File: src/rtl/calc_pkg.sv
// Shared constants and vector types for the calculator input path.
// Button bit positions are fixed by the board pin order.
package calc_pkg;

  localparam int BTN_CENTER = 0;
  localparam int BTN_LEFT   = 1;
  localparam int BTN_UP     = 2;
  localparam int BTN_RIGHT  = 3;
  localparam int BTN_DOWN   = 4;

  localparam int NUM_BTN = 5;
  localparam int SW_W    = 16;

  typedef logic [NUM_BTN-1:0] btn_vec_t;
  typedef logic [SW_W-1:0]    sw_vec_t;

endpackage

File: src/rtl/btn_conditioner_if.sv
// Pin-side raw inputs and conditioned outputs handed to calc.
// master drives the raw pins; slave is the conditioner itself.
interface btn_conditioner_if;
  import calc_pkg::*;

  btn_vec_t btn_in;
  sw_vec_t  sw_in;
  btn_vec_t btn_level;
  btn_vec_t btn_pulse;
  sw_vec_t  sw_out;

  modport master (
    output btn_in,
    output sw_in,
    input  btn_level,
    input  btn_pulse,
    input  sw_out
  );

  modport slave (
    input  btn_in,
    input  sw_in,
    output btn_level,
    output btn_pulse,
    output sw_out
  );

endinterface

File: src/rtl/debounce_cell.sv
// One button: two-flop synchroniser, stability counter, debounced level and
// registered rising-edge pulse. Latency DEBOUNCE_CYCLES+2 edges; no backpressure.
module debounce_cell #(
  parameter int DEBOUNCE_CYCLES = 500000,
  parameter int CNT_W           = $clog2(DEBOUNCE_CYCLES)
) (
  input  logic clk,
  input  logic resetn,
  input  logic raw,
  output logic level,
  output logic pulse
);

  localparam logic [CNT_W-1:0] CNT_MAX = CNT_W'(DEBOUNCE_CYCLES - 1);

  logic             sync_a;
  logic             s;
  logic [CNT_W-1:0] cnt;
  logic             differ;
  logic             done;

  assign differ = s ^ level;
  assign done   = differ && (cnt == CNT_MAX);

  always_ff @(posedge clk or negedge resetn) begin
    if (!resetn) begin
      sync_a <= 1'b0;
      s      <= 1'b0;
      cnt    <= '0;
      level  <= 1'b0;
      pulse  <= 1'b0;
    end else begin
      sync_a <= raw;
      s      <= sync_a;
      // Any return to the current level discards the partial count.
      if (!differ) begin
        cnt <= '0;
      end else if (done) begin
        cnt   <= '0;
        level <= s;
      end else begin
        cnt <= cnt + CNT_W'(1);
      end
      pulse <= done & s;
    end
  end

endmodule

File: src/rtl/btn_conditioner.sv
// Debounces the five buttons and synchronises the switches feeding calc.
// Buttons settle after DEBOUNCE_CYCLES+2 edges, switches after 2; no backpressure.
module btn_conditioner
  import calc_pkg::*;
#(
  parameter int DEBOUNCE_CYCLES = 500000,
  parameter int CNT_W           = $clog2(DEBOUNCE_CYCLES)
) (
  input  logic             clk,
  input  logic             resetn,
  btn_conditioner_if.slave bus
);

  btn_vec_t level_vec;
  btn_vec_t pulse_vec;
  sw_vec_t  sw_sync;
  sw_vec_t  sw_q;

  for (genvar i = 0; i < NUM_BTN; i++) begin : g_btn
    debounce_cell #(
      .DEBOUNCE_CYCLES (DEBOUNCE_CYCLES),
      .CNT_W           (CNT_W)
    ) u_cell (
      .clk    (clk),
      .resetn (resetn),
      .raw    (bus.btn_in[i]),
      .level  (level_vec[i]),
      .pulse  (pulse_vec[i])
    );
  end

  // Bit skew across switches is tolerable: calc samples them on a button pulse.
  always_ff @(posedge clk or negedge resetn) begin
    if (!resetn) begin
      sw_sync <= '0;
      sw_q    <= '0;
    end else begin
      sw_sync <= bus.sw_in;
      sw_q    <= sw_sync;
    end
  end

  assign bus.btn_level = level_vec;
  assign bus.btn_pulse = pulse_vec;
  assign bus.sw_out    = sw_q;

endmodule

File: src/flat_wrapper.sv
// flat-port wrapper written by rule: the top's interface ports become plain ports
module btn_conditioner_flat import calc_pkg::*;
#(
  parameter int DEBOUNCE_CYCLES = 500000,
  parameter int CNT_W           = $clog2(DEBOUNCE_CYCLES)
)
  (clk, resetn, bus_btn_in, bus_sw_in, bus_btn_level, bus_btn_pulse, bus_sw_out);
  btn_conditioner_if bus_i ();
  input  logic clk;
  input  logic resetn;
  input wire logic [$bits(bus_i.btn_in)-1:0] bus_btn_in;
  input wire logic [$bits(bus_i.sw_in)-1:0] bus_sw_in;
  output wire logic [$bits(bus_i.btn_level)-1:0] bus_btn_level;
  output wire logic [$bits(bus_i.btn_pulse)-1:0] bus_btn_pulse;
  output wire logic [$bits(bus_i.sw_out)-1:0] bus_sw_out;
  assign bus_i.btn_in = bus_btn_in;
  assign bus_i.sw_in = bus_sw_in;
  assign bus_btn_level = bus_i.btn_level;
  assign bus_btn_pulse = bus_i.btn_pulse;
  assign bus_sw_out = bus_i.sw_out;
  btn_conditioner #(.DEBOUNCE_CYCLES(DEBOUNCE_CYCLES), .CNT_W(CNT_W)) u_core (.clk(clk), .resetn(resetn), .bus(bus_i));
endmodule
File: config.mk
export PLATFORM = sky130hd
export DESIGN_NAME = btn_conditioner_flat
export DESIGN_NICKNAME = d
export VERILOG_FILES = /design/src/rtl/calc_pkg.sv /design/src/rtl/btn_conditioner_if.sv /design/src/rtl/debounce_cell.sv /design/src/rtl/btn_conditioner.sv /design/src/flat_wrapper.sv
export SDC_FILE = /design/constraint.sdc
export NUM_CORES = 1
export LEC_CHECK = 0
export BUFFER_PORTS_ARGS = -buffer_cell sky130_fd_sc_hd__buf_2
export CAP_MARGIN = 20
export CORE_MARGIN = 1.5
export CORE_UTILIZATION = 50
export CTS_BUF_LIST = sky130_fd_sc_hd__clkbuf_8 sky130_fd_sc_hd__clkbuf_16
export CTS_CLUSTER_SIZE = 16
export DETAILED_ROUTE_END_ITERATION = 7
export PLACE_DENSITY = 0.68
export SKIP_CTS_REPAIR_TIMING = 1
export SLEW_MARGIN = 0
export SYNTH_ARGS = -nofsm -noshare
export SYNTH_HDL_FRONTEND = slang
export SYNTH_SLANG_ARGS = --single-unit
File: constraint.sdc
create_clock -name clk -period 2.6 [get_ports clk]
set_input_delay 0.26 -clock clk [delete_from_list [all_inputs] [get_ports clk]]
set_output_delay 0.26 -clock clk [all_outputs]
set_load 0.01 [all_outputs]
==> run summary <==
The design draws 4.94 mW. The first detailed-routing pass took 5 iterations. The switching part of the total is 0.215. The start-to-end type of the worst setup path was flip-flop to flip-flop. Post-route fraction of the period consumed by the critical path: 0.805. For this run, the number of Yosys warnings is 0.

The run finished with clean final reports. Counting the buffers created by CTS gives 17. For the proportion of power drawn by flip-flops and latches, the log shows 0.481. The register bit total from synthesis was 147; the maximum number of pins on one net before global-route repair was 68.

After detailed routing, the number of vias per cell comes to 5.39. CTS placed an instance of clkbuf_16 at the clock tree root. The tools report the endpoint class of the critical path as a flip-flop. The clock period could shrink to 2.09 ns. The slowest stage of the critical path is the o41ai_4 cell. The proportion of power drawn by the clock network is 0.482, and the area added between synthesis and finish is 19.0%. The critical path required time came out at 2.90 ns.

In this run the power spent charging and discharging nets is 1.06 mW. The maximum single-stage delay on the critical path is 0.62 ns. Number of enable flip-flop cells after synthesis: 0. The per-cell routed wire length came out at 14.2 µm.

The H-tree generated during clock tree synthesis spans 4 levels. The timing-limited maximum frequency came out at 0.478 GHz. The initialized floorplan defines 40 standard-cell rows. HPWL after detailed placement: 7850 µm.

The tools report the number of global-route vias before repair as 4165. In the synthesized netlist the dominant register cell turns out to be dfrtp_1. Setup repair after global routing left no endpoint under its margin.

The worst setup path is launched from a flip-flop. The first global-routing pass estimated 19700 µm of wire. Counting tap cells, the placed design contains a total of 767 instances. After detailed routing, the number of remaining DRC violations is 0. The min-delay analysis places its worst path in the category flip-flop to flip-flop. When the netlist entered floorplanning its net count stood at 596.

Summed over all layers, the routed wires come to 11700 µm. TritonCTS built the clock tree. On the final layout, the worst clock skew is 0.00630 ns.

The hold violation total from the final report is 0, and the die extent in x is 115 µm. For the portion of the post-synthesis area used by sequential elements, the log shows 0.583. The met1 demand-to-capacity share in global routing is 0.266.

Setup violations remaining at the end of the flow were counted as 0. The biggest fanout along the worst timing path was 10; the count of cell types in the netlist was 42. The overall global routing resource usage was 0.192.

The share of async-settable or async-resettable flops after synthesis works out to 1.00. The final route contains 4423 vias. After technology mapping, the gate count stands at 568.

For the worst setup path, the data arrival time is 2.39 ns. During I/O placement, the number of pins put on the boundary was 49. The clock network latency to the later pin of the worst-skew pair is 0.42 ns. The average instance area after synthesis was 11.1 µm²; the antenna diode count was 0. For the effective utilization at floorplan, the log shows 0.519. Headroom to the max-slew limit: 0.604. Max capacitance violation total: 0. On the final layout, the worst hold slack is 0.350 ns. The count of final max-slew check failures is 0, and the met3 routing resource usage after global routing is 0.0527. From bottom edge to top edge, the die measures 115 µm. The run gives 0.499 mV as the largest vdd supply drop. The total standard cell area after synthesis was 6310 µm².

Traced cell by cell, the critical path runs through nor4b_1 > nand3b_1 > o41ai_4 > buf_4 > nor2_1. CTS saw 147 sinks. The setup TNS is 0 ns, and the violation count after the first detailed-routing iteration is 275. The pin slew with the least headroom to its limit is 0.595 ns. The layer carrying the most global-route usage is met2. The number of nets in the final layout is 668. The tools report the total core area as 12200 µm². Once layout is complete, the cells apart from fillers number 821. The internal portion of the total power is 3.88 mW. No sink is reached through more buffers than the 2 on the longest clock path.

For the weighted congestion at the end of routability-driven global placement, the log shows 0.829. For the part of the power in combinational logic, the log shows 0.037. The layout cell share with drive strength beyond 1 is 0.168. In this run the static leakage power is 3.23 nW. During placement, the flow inserted port buffers numbering 48.

The area of the die is 13300 µm², and the clock-pin slew on the worst setup and hold paths is 0.06 ns. The detail route stage leaves a number of antenna-violating nets equal to 0. Dividing total power by cell area gives a power density of 657 nW/µm². The met2 layer usage reported by global route was 0.287; the number of antenna violations at the first check in global routing was 0. The total global routing overflow came out at 0.
[cell usage after synthesis, types with 4 or more instances]
| master | number | area share |
|---|---|---|
| o31ai_1 | 7 | 0.0083 |
| or4_1 | 9 | 0.011 |
| and4_1 | 12 | 0.017 |
| and2_1 | 7 | 0.0069 |
| and3_1 | 6 | 0.0060 |
| inv_1 | 9 | 0.0054 |
| nor2_1 | 67 | 0.040 |
| nand3b_1 | 4 | 0.0048 |
| or3_1 | 19 | 0.019 |
| buf_2 | 5 | 0.0040 |
| nand2_1 | 29 | 0.017 |
| or2_2 | 5 | 0.0050 |
| ha_1 | 5 | 0.0099 |
| nand3_1 | 27 | 0.021 |
| clkbuf_1 | 9 | 0.0054 |
| xnor2_1 | 26 | 0.036 |
| buf_4 | 11 | 0.013 |
| o21ai_0 | 17 | 0.013 |
| dfrtp_1 | 147 | 0.58 |
| xor2_1 | 39 | 0.054 |
| nor3b_1 | 4 | 0.0048 |
| nor3_1 | 9 | 0.0071 |
| a21oi_1 | 25 | 0.020 |
| nand4_1 | 35 | 0.035 |
| nor4_1 | 8 | 0.0079 |
[final cells by class]
cell class              count  area [µm²]
inverters                   9        33.8
fillers                   980        4650
clock buffers              19         453
clock inverters            13         135
well taps                 168         210
flip-flops and latches    147        3680
multi-input cells         385        2440
repair buffers             80         554
[stage by stage]
stage,utilization,area [µm²],setup WS (ns)
after floorplan,-,6310,0.681
after global placement,0.551,6700,0.651
after detailed placement,0.551,6700,0.554
after CTS,0.599,7290,0.536
after global routing,0.617,7510,0.373
final,0.617,7510,0.506
[critical path, delay by kind of cell (launching register included)]
kind            cells  cell delay (ns)
flops               1             0.42
compound gates      1             0.62
simple gates        3             0.68
buf+inv             1             0.27
[placed cells by master (no fill, tap or decap), drive strengths merged]
master	instances
a21oi	25
and2	7
and3	9
and3b	1
and4	12
and4b	1
buf	58
bufinv	2
clkbuf	19
clkinv	5
clkinvlp	4
dfrtp	147
dlygate4sd3	22
ha	5
inv	11
mux2	4
nand2	29
nand3	27
nand3b	4
nand4	36
nor2	67
nor3	9
nor3b	4
nor4	8
nor4b	3
nor4bb	1
o21ai	18
o31ai	10
o41ai	3
or2	5
or3	19
or3b	1
or4	11
or4b	1
xnor2	26
xor2	39
[registers in the layout, indices dropped and copies added, names as in the netlist]
name / count
u_core.bus.sw_out: 16
u_core.g_btn.u_cell.cnt: 95
u_core.g_btn.u_cell.level: 5
u_core.g_btn.u_cell.pulse: 5
u_core.g_btn.u_cell.s: 5
u_core.g_btn.u_cell.sync_a: 5
u_core.sw_sync: 16
[path summary, 6_finish.rpt]
check	from	end	slack (ns)	depth (start not counted)
max	u_core.g_btn[2].u_cell.cnt[12]	u_core.g_btn[2].u_cell.cnt[11]	0.51	5
min	u_core.sw_sync[1]	u_core.bus.sw_out[1]	0.35	0
max reg2reg	u_core.g_btn[2].u_cell.cnt[12]	u_core.g_btn[2].u_cell.cnt[11]	0.51	5
min reg2reg	u_core.sw_sync[1]	u_core.bus.sw_out[1]	0.35	0
max in group asynchronous	resetn	u_core.g_btn[1].u_cell.cnt[4]	1.49	3
min in group asynchronous	resetn	u_core.g_btn[3].u_cell.cnt[2]	0.40	2
[power groups by stage]
| stage | logic [mW] | clock network [mW] | registers [mW] |
|---|---|---|---|
| 2_1_floorplan | 0.0541 | 0 | 2.41 |
| 3_3_place_gp | 0.161 | 0 | 2.41 |
| 3_5_place_dp | 0.162 | 0 | 2.41 |
| 4_1_cts | 0.163 | 2.44 | 2.37 |
| 5_1_grt | 0.210 | 2.54 | 2.38 |
| 6_report | 0.183 | 2.38 | 2.37 |
[logic make-up after synthesis]
logic type / after synthesis / share of synthesized area
compound gates: 56 / 0.0569
xor+xnor: 65 / 0.0902
fa+ha+maj: 5 / 0.00992
buf+inv: 36 / 0.0294
flops: 147 / 0.583
mux: 4 / 0.00773
simple gates: 255 / 0.223
[per-layer routing]
layer / up-vias / share of wire
met5: - / 0
met4: 0 / 0.016
met3: 15 / 0.037
met2: 81 / 0.46
met1: 2167 / 0.48
li1: 2160 / -
No activity file was read; power rests on OpenSTA's default activity.
